## config.mk

```make
export PLATFORM = sky130hd
export DESIGN_NAME = multicycle_control_unit_flat
export DESIGN_NICKNAME = d
export VERILOG_FILES = /design/src/rtl/multicycle_control_unit_if.sv /design/src/rtl/multicycle_control_unit.sv /design/src/flat_wrapper.sv
export SDC_FILE = /design/constraint.sdc
export NUM_CORES = 1
export LEC_CHECK = 0
export ABC_AREA = 1
export CAP_MARGIN = 30
export CELL_PAD_IN_SITES_DETAIL_PLACEMENT = 1
export CELL_PAD_IN_SITES_GLOBAL_PLACEMENT = 1
export CORE_AREA = 2 2 63 65
export CTS_CLUSTER_SIZE = 8
export DETAILED_ROUTE_END_ITERATION = 6
export DIE_AREA = 0 0 65 67
export PLACE_DENSITY = 0.86
export SYNTH_ARGS = -nofsm -noshare
export SYNTH_HDL_FRONTEND = slang
export SYNTH_SLANG_ARGS = --single-unit
```

## constraint.sdc

```tcl
create_clock -name clk -period 2.1 [get_ports clk]
set_input_delay 0.525 -clock clk [delete_from_list [all_inputs] [get_ports clk]]
set_output_delay 0.525 -clock clk [all_outputs]
set_load 0.1 [all_outputs]
```

## src/rtl/multicycle_control_unit_if.sv

```systemverilog
// -----------------------------------------------------------------------------
// multicycle_control_unit_if
//   Bundles the signals between the multicycle control unit and the rest of
//   the CPU: the opcode field of the instruction register, the unified
//   memory ready flag, and every datapath mux select / enable.
//
//   Parameters
//     STATE_W   width of the State debug field
//
//   Modports
//     master    control unit: samples OpCode/MemReady, drives all controls
//     slave     datapath/memory side: drives OpCode/MemReady, reads controls
// -----------------------------------------------------------------------------
interface multicycle_control_unit_if #(
    parameter int STATE_W = 4
);
    logic [5:0]         OpCode;
    logic               MemReady;
    logic               PCWrite;
    logic               BranchEq;
    logic               BranchNe;
    logic               IorD;
    logic               MemRead;
    logic               MemWrite;
    logic               IRWrite;
    logic               MemtoReg;
    logic               RegDst;
    logic               RegWrite;
    logic               AluSrcA;
    logic [1:0]         AluSrcB;
    logic [1:0]         AluOp;
    logic [1:0]         PCSource;
    logic               IllegalOp;
    logic               MemTimeout;
    logic [STATE_W-1:0] State;

    modport master (
        input  OpCode, MemReady,
        output PCWrite, BranchEq, BranchNe, IorD, MemRead, MemWrite, IRWrite,
               MemtoReg, RegDst, RegWrite, AluSrcA, AluSrcB, AluOp, PCSource,
               IllegalOp, MemTimeout, State
    );

    modport slave (
        output OpCode, MemReady,
        input  PCWrite, BranchEq, BranchNe, IorD, MemRead, MemWrite, IRWrite,
               MemtoReg, RegDst, RegWrite, AluSrcA, AluSrcB, AluOp, PCSource,
               IllegalOp, MemTimeout, State
    );
endinterface

```

## src/rtl/multicycle_control_unit.sv

```systemverilog
// -----------------------------------------------------------------------------
// multicycle_control_unit
//   Moore FSM sequencing a MIPS subset (lw, sw, R-type, beq, bne, j and,
//   optionally, addi) through fetch / decode / execute / memory / writeback
//   over one shared ALU and one unified memory. Memory states wait on
//   MemReady with a bounded wait counter; an expired wait pulses MemTimeout
//   and restarts at FETCH. Unknown opcodes pulse IllegalOp in DECODE.
//
//   Ports
//     clk      rising-edge clock
//     reset    asynchronous active-high reset; all outputs forced to 0 while high
//     bus      multicycle_control_unit_if.master: OpCode, MemReady in;
//              datapath controls, IllegalOp, MemTimeout, State out
//
//   Parameters
//     WAIT_MAX  cycles waited for MemReady before timeout (1..255)
//     WCNT_W    wait counter width, must hold WAIT_MAX
//     STATE_W   width of the State debug output
//
//   Build option
//     IMM_ALU_EN  when defined, addi (001000) runs DECODE -> ADDIEX -> ADDIWB;
//                 otherwise addi is treated as an illegal opcode.
// -----------------------------------------------------------------------------
module multicycle_control_unit #(
    parameter int WAIT_MAX = 15,
    parameter int WCNT_W   = 8,
    parameter int STATE_W  = 4
) (
    input  logic                      clk,
    input  logic                      reset,
    multicycle_control_unit_if.master bus
);
    localparam logic [3:0] FETCH  = 4'd0;
    localparam logic [3:0] DECODE = 4'd1;
    localparam logic [3:0] MEMADR = 4'd2;
    localparam logic [3:0] MEMRD  = 4'd3;
    localparam logic [3:0] MEMWB  = 4'd4;
    localparam logic [3:0] MEMWR  = 4'd5;
    localparam logic [3:0] EXEC   = 4'd6;
    localparam logic [3:0] ALUWB  = 4'd7;
    localparam logic [3:0] BRANCH = 4'd8;
    localparam logic [3:0] JUMP   = 4'd9;
`ifdef IMM_ALU_EN
    localparam logic [3:0] ADDIEX = 4'd10;
    localparam logic [3:0] ADDIWB = 4'd11;
    localparam logic [5:0] OP_ADDI = 6'b001000;
`endif

    localparam logic [5:0] OP_RTYPE = 6'b000000;
    localparam logic [5:0] OP_J     = 6'b000010;
    localparam logic [5:0] OP_BEQ   = 6'b000100;
    localparam logic [5:0] OP_BNE   = 6'b000101;
    localparam logic [5:0] OP_LW    = 6'b100011;
    localparam logic [5:0] OP_SW    = 6'b101011;

    logic [3:0]        state;
    logic [3:0]        nextState;
    logic [5:0]        opReg;      // opcode captured in DECODE for later states
    logic [WCNT_W-1:0] waitCnt;
    logic              waitState;
    logic              timeout;
    logic              illegalOp;

    assign waitState = (state == FETCH) || (state == MEMRD) || (state == MEMWR);

    // A MemReady arriving on the limit cycle wins: the access completes.
    assign timeout = waitState && !bus.MemReady && (waitCnt == WCNT_W'(WAIT_MAX));

    // Next-state logic; illegal opcode detection lives with the DECODE decision.
    always_comb begin
        nextState = state;
        illegalOp = 1'b0;
        case (state)
            FETCH:  nextState = bus.MemReady ? DECODE : FETCH;
            DECODE: begin
                case (bus.OpCode)
                    OP_LW, OP_SW:   nextState = MEMADR;
                    OP_RTYPE:       nextState = EXEC;
                    OP_BEQ, OP_BNE: nextState = BRANCH;
                    OP_J:           nextState = JUMP;
`ifdef IMM_ALU_EN
                    OP_ADDI:        nextState = ADDIEX;
`endif
                    default: begin
                        nextState = FETCH;
                        illegalOp = 1'b1;
                    end
                endcase
            end
            MEMADR: nextState = (opReg == OP_SW) ? MEMWR : MEMRD;
            MEMRD:  nextState = bus.MemReady ? MEMWB : (timeout ? FETCH : MEMRD);
            MEMWB:  nextState = FETCH;
            MEMWR:  nextState = (bus.MemReady || timeout) ? FETCH : MEMWR;
            EXEC:   nextState = ALUWB;
            ALUWB:  nextState = FETCH;
            BRANCH: nextState = FETCH;
            JUMP:   nextState = FETCH;
`ifdef IMM_ALU_EN
            ADDIEX: nextState = ADDIWB;
            ADDIWB: nextState = FETCH;
`endif
            default: nextState = FETCH;
        endcase
    end

    // The counter runs only while a wait state is held without MemReady; any
    // completion, timeout or stay outside wait states leaves it at zero, so a
    // wait state is always entered with a cleared count.
    always_ff @(posedge clk or posedge reset) begin
        if (reset) begin
            state   <= FETCH;
            opReg   <= '0;
            waitCnt <= '0;
        end else begin
            // NOTE: non-blocking assignments so every flop samples pre-edge values, independent of statement order.
            state <= nextState;
            if (state == DECODE) begin
                opReg <= bus.OpCode;
            end
            if (waitState && !bus.MemReady && !timeout) begin
                waitCnt <= waitCnt + WCNT_W'(1);
            end else begin
                waitCnt <= '0;
            end
        end
    end

    assign bus.State = reset ? '0 : STATE_W'(state);

    // Moore outputs per state, with FETCH's IRWrite/PCWrite qualified by
    // MemReady. Everything is forced low while reset is high.
    always_comb begin
        // NOTE: every output gets a default before the case, so no path leaves one unassigned and no latch is inferred.
        bus.PCWrite    = 1'b0;
        bus.BranchEq   = 1'b0;
        bus.BranchNe   = 1'b0;
        bus.IorD       = 1'b0;
        bus.MemRead    = 1'b0;
        bus.MemWrite   = 1'b0;
        bus.IRWrite    = 1'b0;
        bus.MemtoReg   = 1'b0;
        bus.RegDst     = 1'b0;
        bus.RegWrite   = 1'b0;
        bus.AluSrcA    = 1'b0;
        bus.AluSrcB    = 2'b00;
        bus.AluOp      = 2'b00;
        bus.PCSource   = 2'b00;
        bus.IllegalOp  = 1'b0;
        bus.MemTimeout = 1'b0;
        if (!reset) begin
            bus.IllegalOp  = illegalOp;
            bus.MemTimeout = timeout;
            case (state)
                FETCH: begin
                    bus.MemRead = 1'b1;
                    bus.AluSrcB = 2'b01;
                    bus.IRWrite = bus.MemReady;
                    bus.PCWrite = bus.MemReady;
                end
                DECODE: bus.AluSrcB = 2'b11;
                MEMADR: begin
                    bus.AluSrcA = 1'b1;
                    bus.AluSrcB = 2'b10;
                end
                MEMRD: begin
                    bus.MemRead = 1'b1;
                    bus.IorD    = 1'b1;
                end
                MEMWB: begin
                    bus.RegWrite = 1'b1;
                    bus.MemtoReg = 1'b1;
                end
                MEMWR: begin
                    bus.MemWrite = 1'b1;
                    bus.IorD     = 1'b1;
                end
                EXEC: begin
                    bus.AluSrcA = 1'b1;
                    bus.AluOp   = 2'b10;
                end
                ALUWB: begin
                    bus.RegWrite = 1'b1;
                    bus.RegDst   = 1'b1;
                end
                BRANCH: begin
                    bus.AluSrcA  = 1'b1;
                    bus.AluOp    = 2'b01;
                    bus.PCSource = 2'b01;
                    bus.BranchEq = (opReg == OP_BEQ);
                    bus.BranchNe = (opReg == OP_BNE);
                end
                JUMP: begin
                    bus.PCWrite  = 1'b1;
                    bus.PCSource = 2'b10;
                end
`ifdef IMM_ALU_EN
                ADDIEX: begin
                    bus.AluSrcA = 1'b1;
                    bus.AluSrcB = 2'b10;
                end
                ADDIWB: bus.RegWrite = 1'b1;
`endif
                default: ;
            endcase
        end
    end
endmodule

```

## src/flat_wrapper.sv

```systemverilog
// flat-port wrapper written by rule: the top's interface ports become plain ports
module multicycle_control_unit_flat 
#(
    parameter int WAIT_MAX = 15,
    parameter int WCNT_W   = 8,
    parameter int STATE_W  = 4
)
  (clk, reset, bus_OpCode, bus_MemReady, bus_PCWrite, bus_BranchEq, bus_BranchNe, bus_IorD, bus_MemRead, bus_MemWrite, bus_IRWrite, bus_MemtoReg, bus_RegDst, bus_RegWrite, bus_AluSrcA, bus_AluSrcB, bus_AluOp, bus_PCSource, bus_IllegalOp, bus_MemTimeout, bus_State);
  multicycle_control_unit_if #(.STATE_W(STATE_W)) bus_i ();
  input  logic clk;
  input  logic reset;
  input wire logic [$bits(bus_i.OpCode)-1:0] bus_OpCode;
  input wire logic [$bits(bus_i.MemReady)-1:0] bus_MemReady;
  output wire logic [$bits(bus_i.PCWrite)-1:0] bus_PCWrite;
  output wire logic [$bits(bus_i.BranchEq)-1:0] bus_BranchEq;
  output wire logic [$bits(bus_i.BranchNe)-1:0] bus_BranchNe;
  output wire logic [$bits(bus_i.IorD)-1:0] bus_IorD;
  output wire logic [$bits(bus_i.MemRead)-1:0] bus_MemRead;
  output wire logic [$bits(bus_i.MemWrite)-1:0] bus_MemWrite;
  output wire logic [$bits(bus_i.IRWrite)-1:0] bus_IRWrite;
  output wire logic [$bits(bus_i.MemtoReg)-1:0] bus_MemtoReg;
  output wire logic [$bits(bus_i.RegDst)-1:0] bus_RegDst;
  output wire logic [$bits(bus_i.RegWrite)-1:0] bus_RegWrite;
  output wire logic [$bits(bus_i.AluSrcA)-1:0] bus_AluSrcA;
  output wire logic [$bits(bus_i.AluSrcB)-1:0] bus_AluSrcB;
  output wire logic [$bits(bus_i.AluOp)-1:0] bus_AluOp;
  output wire logic [$bits(bus_i.PCSource)-1:0] bus_PCSource;
  output wire logic [$bits(bus_i.IllegalOp)-1:0] bus_IllegalOp;
  output wire logic [$bits(bus_i.MemTimeout)-1:0] bus_MemTimeout;
  output wire logic [$bits(bus_i.State)-1:0] bus_State;
  assign bus_i.OpCode = bus_OpCode;
  assign bus_i.MemReady = bus_MemReady;
  assign bus_PCWrite = bus_i.PCWrite;
  assign bus_BranchEq = bus_i.BranchEq;
  assign bus_BranchNe = bus_i.BranchNe;
  assign bus_IorD = bus_i.IorD;
  assign bus_MemRead = bus_i.MemRead;
  assign bus_MemWrite = bus_i.MemWrite;
  assign bus_IRWrite = bus_i.IRWrite;
  assign bus_MemtoReg = bus_i.MemtoReg;
  assign bus_RegDst = bus_i.RegDst;
  assign bus_RegWrite = bus_i.RegWrite;
  assign bus_AluSrcA = bus_i.AluSrcA;
  assign bus_AluSrcB = bus_i.AluSrcB;
  assign bus_AluOp = bus_i.AluOp;
  assign bus_PCSource = bus_i.PCSource;
  assign bus_IllegalOp = bus_i.IllegalOp;
  assign bus_MemTimeout = bus_i.MemTimeout;
  assign bus_State = bus_i.State;
  multicycle_control_unit #(.WAIT_MAX(WAIT_MAX), .WCNT_W(WCNT_W), .STATE_W(STATE_W)) u_core (.clk(clk), .reset(reset), .bus(bus_i));
endmodule
```

* Yosys cells after proc, flatten, opt, wreduce, memory -nomap -nowiden
Cells that the tools add are included.
** Word-level totals
- Register bits after elaboration :: 18
- Input bits :: 9
- Word-level logic and storage cells :: 80
** Operators by class
- Add/sub/neg operators :: 1
- Equal/unequal tests :: 18
- Multiplexer cells :: 41
- Reduce and logical (&&, ||, !) cells :: 17
** Operators by type and width (number)
- $mux 1 :: 26
- $eq 6x3->1 const B :: 4
- $pmux 4 s6 :: 1
- $eq 6x6->1 const B :: 3
- $eq 4x3->1 const B :: 4
- $pmux 4 s4 :: 1
- $reduce_or 2->1 :: 5
- $add 8x1->8 const B :: 1
- $eq 4x2->1 const B :: 2
- $eq 4x4->1 const B :: 2
- $eq 8x4->1 const B :: 1
- $mux 2 :: 4
- $mux 4 :: 2
- $mux 8 :: 1
- $pmux 2 s2 :: 2
- $eq 6x2->1 const B :: 1
- $logic_not 6->1 :: 1
- $mux 3 :: 2
- $pmux 2 s3 :: 1
- $reduce_or 6->1 :: 1
- $eq 4x1->1 const B :: 1
- $logic_not 4->1 :: 1
- $logic_and 1x1->1 :: 3
- $logic_or 1x1->1 :: 3
- 3 further kinds :: 4

* Depth between registers and ports, before layout
Gate-level depths: netlist (run 1).
- Word-level depth :: 8
- Depth in mapped cells :: 8

* Worst setup path after synthesis (run 1)
No wires, ideal clock.
- Path kind :: input -> output
- Start :: in reset
- End :: out bus_BranchEq
- Arrival time :: 4.378 ns
- Required time :: 1.575 ns
- Path slack :: -2.803 ns
- Stages on the path :: 4
- Path buffers :: 1
- Cell sequence :: buf_2 nor2_1 nand4_1 nor3_1
** Between the ends
- Longest elaborated chain between the ends :: 1
** Ends and longest elaborated chain
- start, declared :: line flat_wrapper.sv:11 : input logic reset;
- $mux 1 :: line multicycle_control_unit.sv:150 : if (!reset) begin
- end, declared :: line flat_wrapper.sv:15 : output wire logic [$bits(bus_i.BranchEq)-1:0] bus_BranchEq;
No other way between the ends.

* Final worst setup path (run 1)
- Start :: reg u_core.state[2]
- End :: out bus_RegWrite
** Between the ends
- Longest elaborated chain between the ends :: 4
** Ends and longest elaborated chain
- start, declared :: line multicycle_control_unit.sv:56 : logic [3:0] state;
- start signal, assigned :: line multicycle_control_unit.sv:116 : state <= nextState;
- $eq 4x3->1 :: line multicycle_control_unit.sv:153 : case (state)
- $reduce_or 2->1 (no line) *
- $mux 1 * :: line multicycle_control_unit.sv:153
- $mux 1 * :: line multicycle_control_unit.sv:150
- end, declared :: line flat_wrapper.sv:23 : output wire logic [$bits(bus_i.RegWrite)-1:0] bus_RegWrite;
Mark *: on every way between the ends. The rest lies on a longest branch, timed or not.

==> results of run 1 <==
[repair_timing]
item,in CTS,in global routing
buffers inserted,15,10
setup endpoints to repair,19,15
hold endpoints to repair,0,0
gates resized for setup,36,32
pin swaps,13,12
[logic make-up (layout without fill, tap and decap cells)]
family | count (synthesis) | count (layout) | synth area share, %
DFF | 18 | 18 | 38.5
AOI/OAI and AO/OA | 14 | 14 | 6.21
xor gates and xnor gates | 2 | 2 | 1.50
buffers and inverters | 29 | 108 | 9.85
adders and majority gates | 1 | 1 | 1.07
and+or+nand+nor | 102 | 102 | 42.8
[layer usage]
layer	vias up	wire, um
li1	691	-
met1	794	2940
met2	92	3870
met3	30	516
met4	0	274
met5	-	0
[how the worst min path moves through the flow]
stage | startpoint | to | slack (ns) | cells after the start
floorplan | u_core.waitCnt[0]$_DFF_PP0_ | u_core.waitCnt[0]$_DFF_PP0_ | 0.43 | 1
global placement | u_core.waitCnt[0]$_DFF_PP0_ | u_core.waitCnt[0]$_DFF_PP0_ | 0.45 | 1
detailed placement | u_core.waitCnt[0]$_DFF_PP0_ | u_core.waitCnt[0]$_DFF_PP0_ | 0.46 | 1
CTS | u_core.waitCnt[0]$_DFF_PP0_ | u_core.waitCnt[0]$_DFF_PP0_ | 0.47 | 1
global route | u_core.waitCnt[0]$_DFF_PP0_ | u_core.waitCnt[0]$_DFF_PP0_ | 0.54 | 1
finish | u_core.waitCnt[0]$_DFF_PP0_ | u_core.waitCnt[0]$_DFF_PP0_ | 0.51 | 1
[registers in the layout (all words and copies together) (netlist names)]
signal / count
u_core.state: 4
u_core.opReg: 6
u_core.waitCnt: 8
[placed cells by master, fill, tap and decap left out, types with 2 or more instances in the layout]
cell           synthesis  routed
dlygate4sd2_1          0       7
dfrtp_1               18      14
clkbuf_8               0       4
nor2_2                 1       4
dfrtp_2                0       4
nand3_4                1       4
inv_2                  1       6
nand3_1               10       7
nor2_1                39      19
o21ai_0                5       5
inv_1                 24      16
buf_12                 0      24
buf_6                  0       4
or2_2                  2       2
nor2_4                 1      18
a21oi_1                7       3
nand2_4                0       8
nand2_2                3       4
nand4_1                4       4
nand2_1               29      20
buf_4                  1      43
inv_4                  0       2
nor3_4                 0       4
nor3b_2                3       3
a21oi_4                0       4
[where the power goes]
group          total, mW  internal [mW]  switching (mW)
clock network      0.297          0.167           0.130
logic               2.02          0.719            1.30
registers          0.570          0.448           0.122
total               2.89           1.33            1.56
[final cells by class]
cell class	instances	area (um^2)	share of cell area, %
multi-input combinational	119	958	37.6
clock buffer	4	55.1	2.16
timing repair buffer	79	920	36.0
inverter	25	103	4.02
sequential	18	455	17.9
tap	48	60.1	2.35
[worst register-to-register path: stages (launching register included)]
cell     delay [ns]
dfrtp_2        0.41
buf_6          0.16
inv_2          0.07
nor2_4         0.19
nand2_4        0.13
buf_4          0.15
buf_4          0.17
nor2_1         0.23
a21oi_1        0.12
nand3_1        0.14
[through the flow]
stage               hold WS [ns]  power (mW)  setup TNS [ns]  instance area, um^2
finish                     0.511        2.89           -2.13                 2550
global route               0.535        2.97           -2.86                 2550
floorplan                  0.433        1.47           -6.02                 1340
global placement           0.453        1.92           -2.49                 2080
detailed placement         0.460        1.98           -2.87                 2080
CTS                        0.469        2.40          -0.478                 2330
==> results.toml, run 1 <==
[yosys]
synth.avg_cell_area_um2 = 7.04
ys_types = 29
synthFlopType = "dfrtp_1"
syn_inst = 166
ys_async_sr_fraction_pct = 100
ys_seq_area_share_pct = 38.5
yosysTopAreaCell = "dfrtp_1"
yosysMostFrequentCell = "nor2_1"
synthTopCellsByArea = "dfrtp_1 39%, nor2_1 13%, nand2_1 9.3%"
synth_edf_count = 0
synth_common_cells = "39 x nor2_1, 29 x nand2_1, 24 x inv_1, 18 x dfrtp_1, 10 x nand3_1"
yosys_warnings = 0
syn_nets = 176
yosysTopAreaCellShare_pct = 38.5
syn_area_um2 = 1170
synth-seq-cells = 18

[setup_path]
worst_path_largest_cell_delay_ns = 0.48
r2r_cells = 9
cp_max_fo = 4
crit_cells = 6
cp_cell_sequence = "inv_1 -> nor2_4 -> inv_1 -> nor4_4 -> or2_2 -> buf_12"
crit_start = "u_core.state[2]$_DFF_PP0_"
start_kind = "register"
arrival_ns = 1.82
worstSetupPathType = "register to output pin"
critical_path.slowest_cell = "dfrtp_2"
critPathRequiredTime_ns = 1.57
crit_end = "bus_RegWrite"
r2r_setup_slack_ns = 0.24
reg2reg_to = "u_core.state[0]$_DFF_PP0_"
cp_top_family = "simple AND/OR/NAND/NOR gates"
cp.buffers_inverters = 3
r2r_start = "u_core.state[0]$_DFF_PP0_"
cpMostUsedCell = "inv_1"
setup.worst_path.end_class = "output pin"

[grt]
grt_use_met3_pct = 3.38
first_global_vias = 1671
met1_usage_pct = 32.7
grt.met2_usage_pct = 57.6
grt.busiest_layer = "met2"
grt_pass1_wl_um = 9380
grt-ovfl-total = 0
grt_max_degree = 19
grt_use_total_pct = 29.8
antenna_found_initial = 0

[timing]
finalWorstSetupSlack_ns = -0.247
hold_viol_final = 0
maxSlewViolCount = 0
setup_viol = 17
tightest_slew_ns = 0.297
finalCritPeriodShare_pct = 112
finClkSkew_ns = 0.00502
slew_headroom_pct = 80.0
max_freq_ghz = 0.426
rsz0062_at_grt = "true"
post-route-min-period_ns = 2.35

[clock_tree]
hold_buffers = 0
htree_num_levels = 1
clk_path_buf_depth = 2
root_buffer = "clkbuf_8"
cts_made_buffers = 3
cts_tree = "built"
path_clk_slew_ns = 0.07
clk_latency_ns = 0.26
cts.sinks = 18

[detailed_routing]
drc_errors = 0
drt_wl_total_um = 7600
drtIter0Drc = 75
final_antenna_net_count = 0
viasPerCell = 5.48
vias = 1607
avgRoutedWirePerCell_um = 25.9
first_pass_iters = 4

[layout]
instances_no_fill = 293
fin_nets = 256
fillerInstances = 368
syn2layout_area_growth_pct = 118
utilization_pct = 70.7
drive_above_1_share_pct = 58.8
diodes = 0

[floorplanning]
fp.dieW_um = 65
fp-row-count = 22
die-area_um2 = 4360
initial_core_util_pct = 32.4
io_pins = 32
die_h_um = 67
core_um2 = 3610

[run_status]
violations = "negative setup slack"
outcome = "complete, but fails checks"

[power_and_ir_drop]
peakVddDrop_mv = 0.791
leakage_nw = 1.17
powerDensity_nw_per_um2 = 1130

[place]
gp_congestion = 0.853
hpwl_um = 3490
io_buffers = 31
dpl.cell_count = 264
place_ws_ns = -0.345

[min_path]
hold_class = "register to register"

[job]
cap_violations = 0
(Power assumes the default switching activity.)
==> run 2: changes to the inputs <==
--- a/config.mk
+++ b/config.mk
@@ -7,13 +7,13 @@
 export LEC_CHECK = 0
 export ABC_AREA = 1
 export CAP_MARGIN = 30
-export CELL_PAD_IN_SITES_DETAIL_PLACEMENT = 1
-export CELL_PAD_IN_SITES_GLOBAL_PLACEMENT = 1
-export CORE_AREA = 2 2 63 65
+export CELL_PAD_IN_SITES_DETAIL_PLACEMENT = 2
+export CELL_PAD_IN_SITES_GLOBAL_PLACEMENT = 2
+export CORE_AREA = 2 2 72 74
 export CTS_CLUSTER_SIZE = 8
 export DETAILED_ROUTE_END_ITERATION = 6
-export DIE_AREA = 0 0 65 67
-export PLACE_DENSITY = 0.86
+export DIE_AREA = 0 0 74 76
+export PLACE_DENSITY = 0.85
 export SYNTH_ARGS = -nofsm -noshare
 export SYNTH_HDL_FRONTEND = slang
 export SYNTH_SLANG_ARGS = --single-unit
==> constraint.sdc (replaced) <==
create_clock -name clk -period 2.1 [get_ports clk]
set_input_delay 0.525 -clock clk [delete_from_list [all_inputs] [get_ports clk]]
set_output_delay 0.525 -clock clk [all_outputs]
set_load 0.02 [all_outputs]
==> run 2 against run 1 <==
Against the previous run:
- the run still ends with negative setup slack left
- critical endpoint is now bus_BranchNe
- total power shrank 31%
- non-clock buffer count grew 6
- worst setup slack gained 0.18 ns
- critical path depth grew 1
- final area shrank 18%
- sequential cell count is the same
- combinational power shrank 43%
- largest power group unchanged
- clock skew shrank 0.0027 ns
- sequential share of layout area grew 3.8 points
- wire length shrank 32%
- die area grew 29%
- critical path type unchanged
==> results.toml, run 2 (synthesized netlist as in run 1, its figures left out) <==
[run_status]
outcome = "complete, but fails checks"
violations = "negative setup slack"

[grt]
grt-ovfl-total = 0
grt_pass1_wl_um = 7640
first_global_vias = 1582
grt_use_total_pct = 17.6
grt_max_degree = 19
antenna_found_initial = 0

[setup_path]
r2r_cells = 8
cp_max_fo = 3
critPathRequiredTime_ns = 1.57
r2r_setup_slack_ns = 0.54
reg2reg_to = "u_core.state[0]$_DFF_PP0_"
arrival_ns = 1.64
r2r_start = "u_core.state[2]$_DFF_PP0_"
setup.worst_path.end_class = "output pin"
start_kind = "register"
worstSetupPathType = "register to output pin"

[floorplanning]
fp-row-count = 26
die-area_um2 = 5620
initial_core_util_pct = 23.8
io_pins = 32
core_um2 = 4910
die_h_um = 76
fp.dieW_um = 74

[power_and_ir_drop]
p_total_mw = 2.00
powerDensity_nw_per_um2 = 950
leakage_nw = 1.08
peakVddDrop_mv = 0.311

[timing]
slew_headroom_pct = 82.9
post-route-min-period_ns = 2.16
rsz0062_at_grt = "true"
maxSlewViolCount = 0
max_freq_ghz = 0.462
hold_viol_final = 0
finalCritPeriodShare_pct = 103
fin_setup_tns_ns = -0.172
tightest_slew_ns = 0.256
finClkSkew_ns = 0.00233
setup_viol = 4
finalWorstSetupSlack_ns = -0.0642

[layout]
fin_nets = 262
final_common_cell = "buf_4"
syn2layout_area_growth_pct = 79.8
reg.largest.list = "u_core.waitCnt x8, u_core.opReg x6, u_core.state x4"
final_cell_mix = "60 x buf_4, 32 x nor2_1, 20 x nand2_1"
largest-register = "u_core.waitCnt"
drive_above_1_share_pct = 51.0
diodes = 0
largest_register_ffs = 8

[detailed_routing]
drc_errors = 0
vias = 1430
viasPerCell = 4.45
avgRoutedWirePerCell_um = 16.2
drt_wl_total_um = 5190
drtIter0Drc = 17
first_pass_iters = 4
final_antenna_net_count = 0

[clock_tree]
path_clk_slew_ns = 0.07
clk_path_buf_depth = 2
cts_tree = "built"
clk_latency_ns = 0.27
cts_made_buffers = 3
cts.sinks = 18
htree_num_levels = 1
root_buffer = "clkbuf_8"

[place]
io_buffers = 31
gp_congestion = 0.785
hpwl_um = 3580

[job]
cap_violations = 0

[min_path]
hold_start = "u_core.waitCnt[0]$_DFF_PP0_"
holdPathStages = 2
hold_class = "register to register"
min_to = "u_core.waitCnt[0]$_DFF_PP0_"
[run 2: worst max-delay path by stage]
stage | start | to | cells past startpoint
global route | u_core.state[3]$_DFF_PP0_ | bus_BranchNe | 7
global placement | reset | bus_RegWrite | 5
finish | u_core.state[3]$_DFF_PP0_ | bus_BranchNe | 7
floorplan | reset | bus_BranchEq | 4
CTS | bus_OpCode[3] | bus_IllegalOp | 8
detailed placement | bus_OpCode[2] | bus_IllegalOp | 8
[run 2: repair_timing]
action                     4_1_cts  5_1_grt
resized for setup               97       55
setup buffers                    4        5
hold endpoints to repair         0        0
setup endpoints to repair       23       20
hold buffers                     0        0
pin swaps                        4       13
[run 2: metal layers]
layer / share of wire (%) / up-vias / routed length [um] / GRT usage [%]
li1: - / 691 / - / -
met1: 40 / 692 / 2080 / 20.1
met2: 54 / 38 / 2820 / 33.3
met3: 3.0 / 9 / 155 / 1.59
met4: 2.7 / 0 / 138 / 5.45
met5: 0 / - / 0 / 0
[run 2: area by class of cell]
type	instances	area (um^2)
Sequential cell	18	454
Tap cell	70	87.6
Multi-Input combinational cell	119	747
Timing Repair Buffer	85	661
Inverter	25	96.3
Fill cell	577	2810
Clock buffer	4	55.1
[run 2: power breakdown]
part	internal [mW]	leakage [nW]	switching, mW	total (mW)
clock network	0.167	0.0288	0.131	0.298
logic	0.484	0.816	0.668	1.15
registers	0.448	0.232	0.0970	0.545
total	1.10	1.08	0.896	2.00
[run 2: metrics by stage]
stage	hold slack, ns	cells	utilization [%]	setup slack, ns	instance area [um^2]
global route	0.553	321	42.8	-0.170	2100
floorplan	0.433	166	-	-0.127	1170
detailed placement	0.517	308	38.4	-0.725	1890
global placement	0.490	308	38.4	-0.649	1890
CTS	0.532	316	40.3	-0.167	1980
finish	0.524	321	42.8	-0.0642	2100
[run 2: worst max-delay path, cell delays in order (launching register included)]
cell     delay [ns]
dfrtp_1        0.43
inv_2          0.09
nor2_4         0.13
nand2_2        0.08
nor2_4         0.13
nand4_1        0.16
nor3_2         0.20
buf_4          0.16
==> run 3: changes to the inputs <==
==> constraint.sdc (replaced) <==
create_clock -name clk -period 2.1 [get_ports clk]
set_input_delay 0.315 -clock clk [delete_from_list [all_inputs] [get_ports clk]]
set_output_delay 0.315 -clock clk [all_outputs]
set_load 0.02 [all_outputs]
==> run 3 against run 2 <==
Against the previous run:
- the flow now finishes without violations
- non-clock buffer count down 31
- worst hold slack worse by 0.13 ns
- final area down 17%
- sequential cell count unchanged
- worst setup slack better by 0.15 ns
- critical path depth down 1
- first-iteration DRC count up 35%
- combinational power down 31%
- register-to-register slack better by 0.19 ns
- largest power group unchanged
==> results.toml, run 3 (synthesized netlist as in run 1, its figures left out) <==
[run_status]
outcome = "finished clean"

[job]
cap_violations = 0

[timing]
slew_headroom_pct = 80.6
setup_viol = 0
finalCritPeriodShare_pct = 96.0
fin_setup_tns_ns = 0
hold_viol_final = 0
finalWorstSetupSlack_ns = 0.0848
finClkSkew_ns = 0.00116
post-route-min-period_ns = 2.02
rsz0062_at_grt = "false"
fin_hold_ws_ns = 0.397
max_freq_ghz = 0.496
maxSlewViolCount = 0
tightest_slew_ns = 0.292

[setup_path]
r2r_cells = 8
critPathRequiredTime_ns = 1.78
crit_start = "u_core.state[1]$_DFF_PP0_"
setup.worst_path.end_class = "output pin"
cp_top_family = "buffers and inverters"
cpMostUsedCell = "buf_4"
cp_cell_sequence = "buf_4 -> nor2_4 -> nand2_2 -> buf_4 -> a21oi_1 -> dlygate4sd2_1"
start_kind = "register"
worst_path_largest_cell_delay_ns = 0.39
r2r_start = "u_core.waitCnt[0]$_DFF_PP0_"
cp_max_fo = 14
arrival_ns = 1.70
crit_cells = 6
cp.buffers_inverters = 3
r2r_setup_slack_ns = 0.73
worstSetupPathType = "register to output pin"
critical_path.slowest_cell = "dfrtp_1"
reg2reg_to = "u_core.state[2]$_DFF_PP0_"
crit_end = "bus_AluSrcB[0]"

[detailed_routing]
drt_wl_total_um = 3800
viasPerCell = 4.40
drtIter0Drc = 23
drc_errors = 0
final_antenna_net_count = 0
avgRoutedWirePerCell_um = 13.1
vias = 1277
first_pass_iters = 4

[power_and_ir_drop]
peakVddDrop_mv = 0.217
p_sw_uw = 694
p_total_mw = 1.60
power_frac_clock_pct = 18.1
intPower_uw = 905
power.share.switching_pct = 43.4
p_seq_share_pct = 32.7
pwr-share-comb_pct = 49.3
powerDensity_nw_per_um2 = 913
leakage_nw = 0.922

[floorplanning]
io_pins = 32
core_um2 = 4910
initial_core_util_pct = 23.8
die_h_um = 76
fp.dieW_um = 74
die-area_um2 = 5620
fp-row-count = 26

[clock_tree]
cts.sinks = 18
hold_buffers = 0
clk_latency_ns = 0.26
root_buffer = "clkbuf_8"
cts_tree = "built"
path_clk_slew_ns = 0.07
cts_made_buffers = 3
cts_setup_buffers = 0
postCtsResizedCells = 26
clk_path_buf_depth = 2
htree_num_levels = 1

[layout]
diodes = 0
drive_above_1_share_pct = 24.1
fillerInstances = 598
final_cell_mix = "36 x nor2_1, 29 x nand2_1, 24 x inv_1"
largest_register_ffs = 8
largest-register = "u_core.waitCnt"
fin_nets = 231
reg.largest.list = "u_core.waitCnt x8, u_core.opReg x6, u_core.state x4"
final_common_cell = "nor2_1"
design_area_um2 = 1750
syn2layout_area_growth_pct = 49.8

[grt]
grt_use_total_pct = 14.9
first_global_vias = 1386
antenna_found_initial = 0
grt-ovfl-total = 0
grt_max_degree = 19
grt_pass1_wl_um = 6580

[place]
io_buffers = 31
placed_cell_area_um2 = 1720
hpwl_um = 3170
place_ws_ns = -0.302
gp_congestion = 0.770

[min_path]
hold_class = "primary input to async pin"
[run 3: worst reg2reg max path: stages (launching register included)]
cell and delay [ns]:
dfrtp_1 0.37, ha_1 0.20, nand2_1 0.07, nor2_1 0.11
nand3_1 0.15, nand3b_1 0.13, nand2_1 0.07, inv_1 0.08
nand3_1 0.07
[run 3: through the flow]
stage | utilization, % | std cells
after global placement | 35.0 | 286
after floorplan | - | 166
after detailed placement | 35.0 | 286
after CTS | 35.9 | 290
final | 35.6 | 290
after global routing | 35.6 | 290
[run 3: worst min path at each step]
stage,start,endpoint
2_1_floorplan,bus_OpCode[4],u_core.opReg[4]$_DFFE_PP0P_
6_report,reset,u_core.waitCnt[2]$_DFF_PP0_
3_3_place_gp,u_core.waitCnt[0]$_DFF_PP0_,u_core.waitCnt[0]$_DFF_PP0_
4_1_cts,reset,u_core.waitCnt[2]$_DFF_PP0_
5_1_grt,reset,u_core.waitCnt[2]$_DFF_PP0_
3_5_place_dp,u_core.waitCnt[0]$_DFF_PP0_,u_core.waitCnt[0]$_DFF_PP0_
[run 3: routing by layer]
layer / track usage (%) / vias to the layer above / part of all wire, %
met2: 25.7 / 31 / 52
met1: 18.6 / 614 / 42
met4: 6.55 / 0 / 2.0
met3: 0.926 / 5 / 3.8
met5: 0 / - / 0
li1: - / 627 / -
[run 3: area by class of cell]
type	instances	area, um^2	share of cell area (%)
clock buffer	4	55.1	3.15
inverter	25	93.8	5.36
multi-input combinational	119	621	35.5
sequential	18	452	25.8
tap	70	87.6	5.00
timing repair buffer	54	442	25.2
[run 3: power by group through the flow]
stage,Clock [mW],Sequential (mW),Combinational [mW]
after floorplan,0,0.517,0.486
after global placement,0,0.516,0.798
after detailed placement,0,0.525,0.827
after CTS,0.298,0.523,0.806
after global routing,0.309,0.539,0.890
final,0.289,0.522,0.788
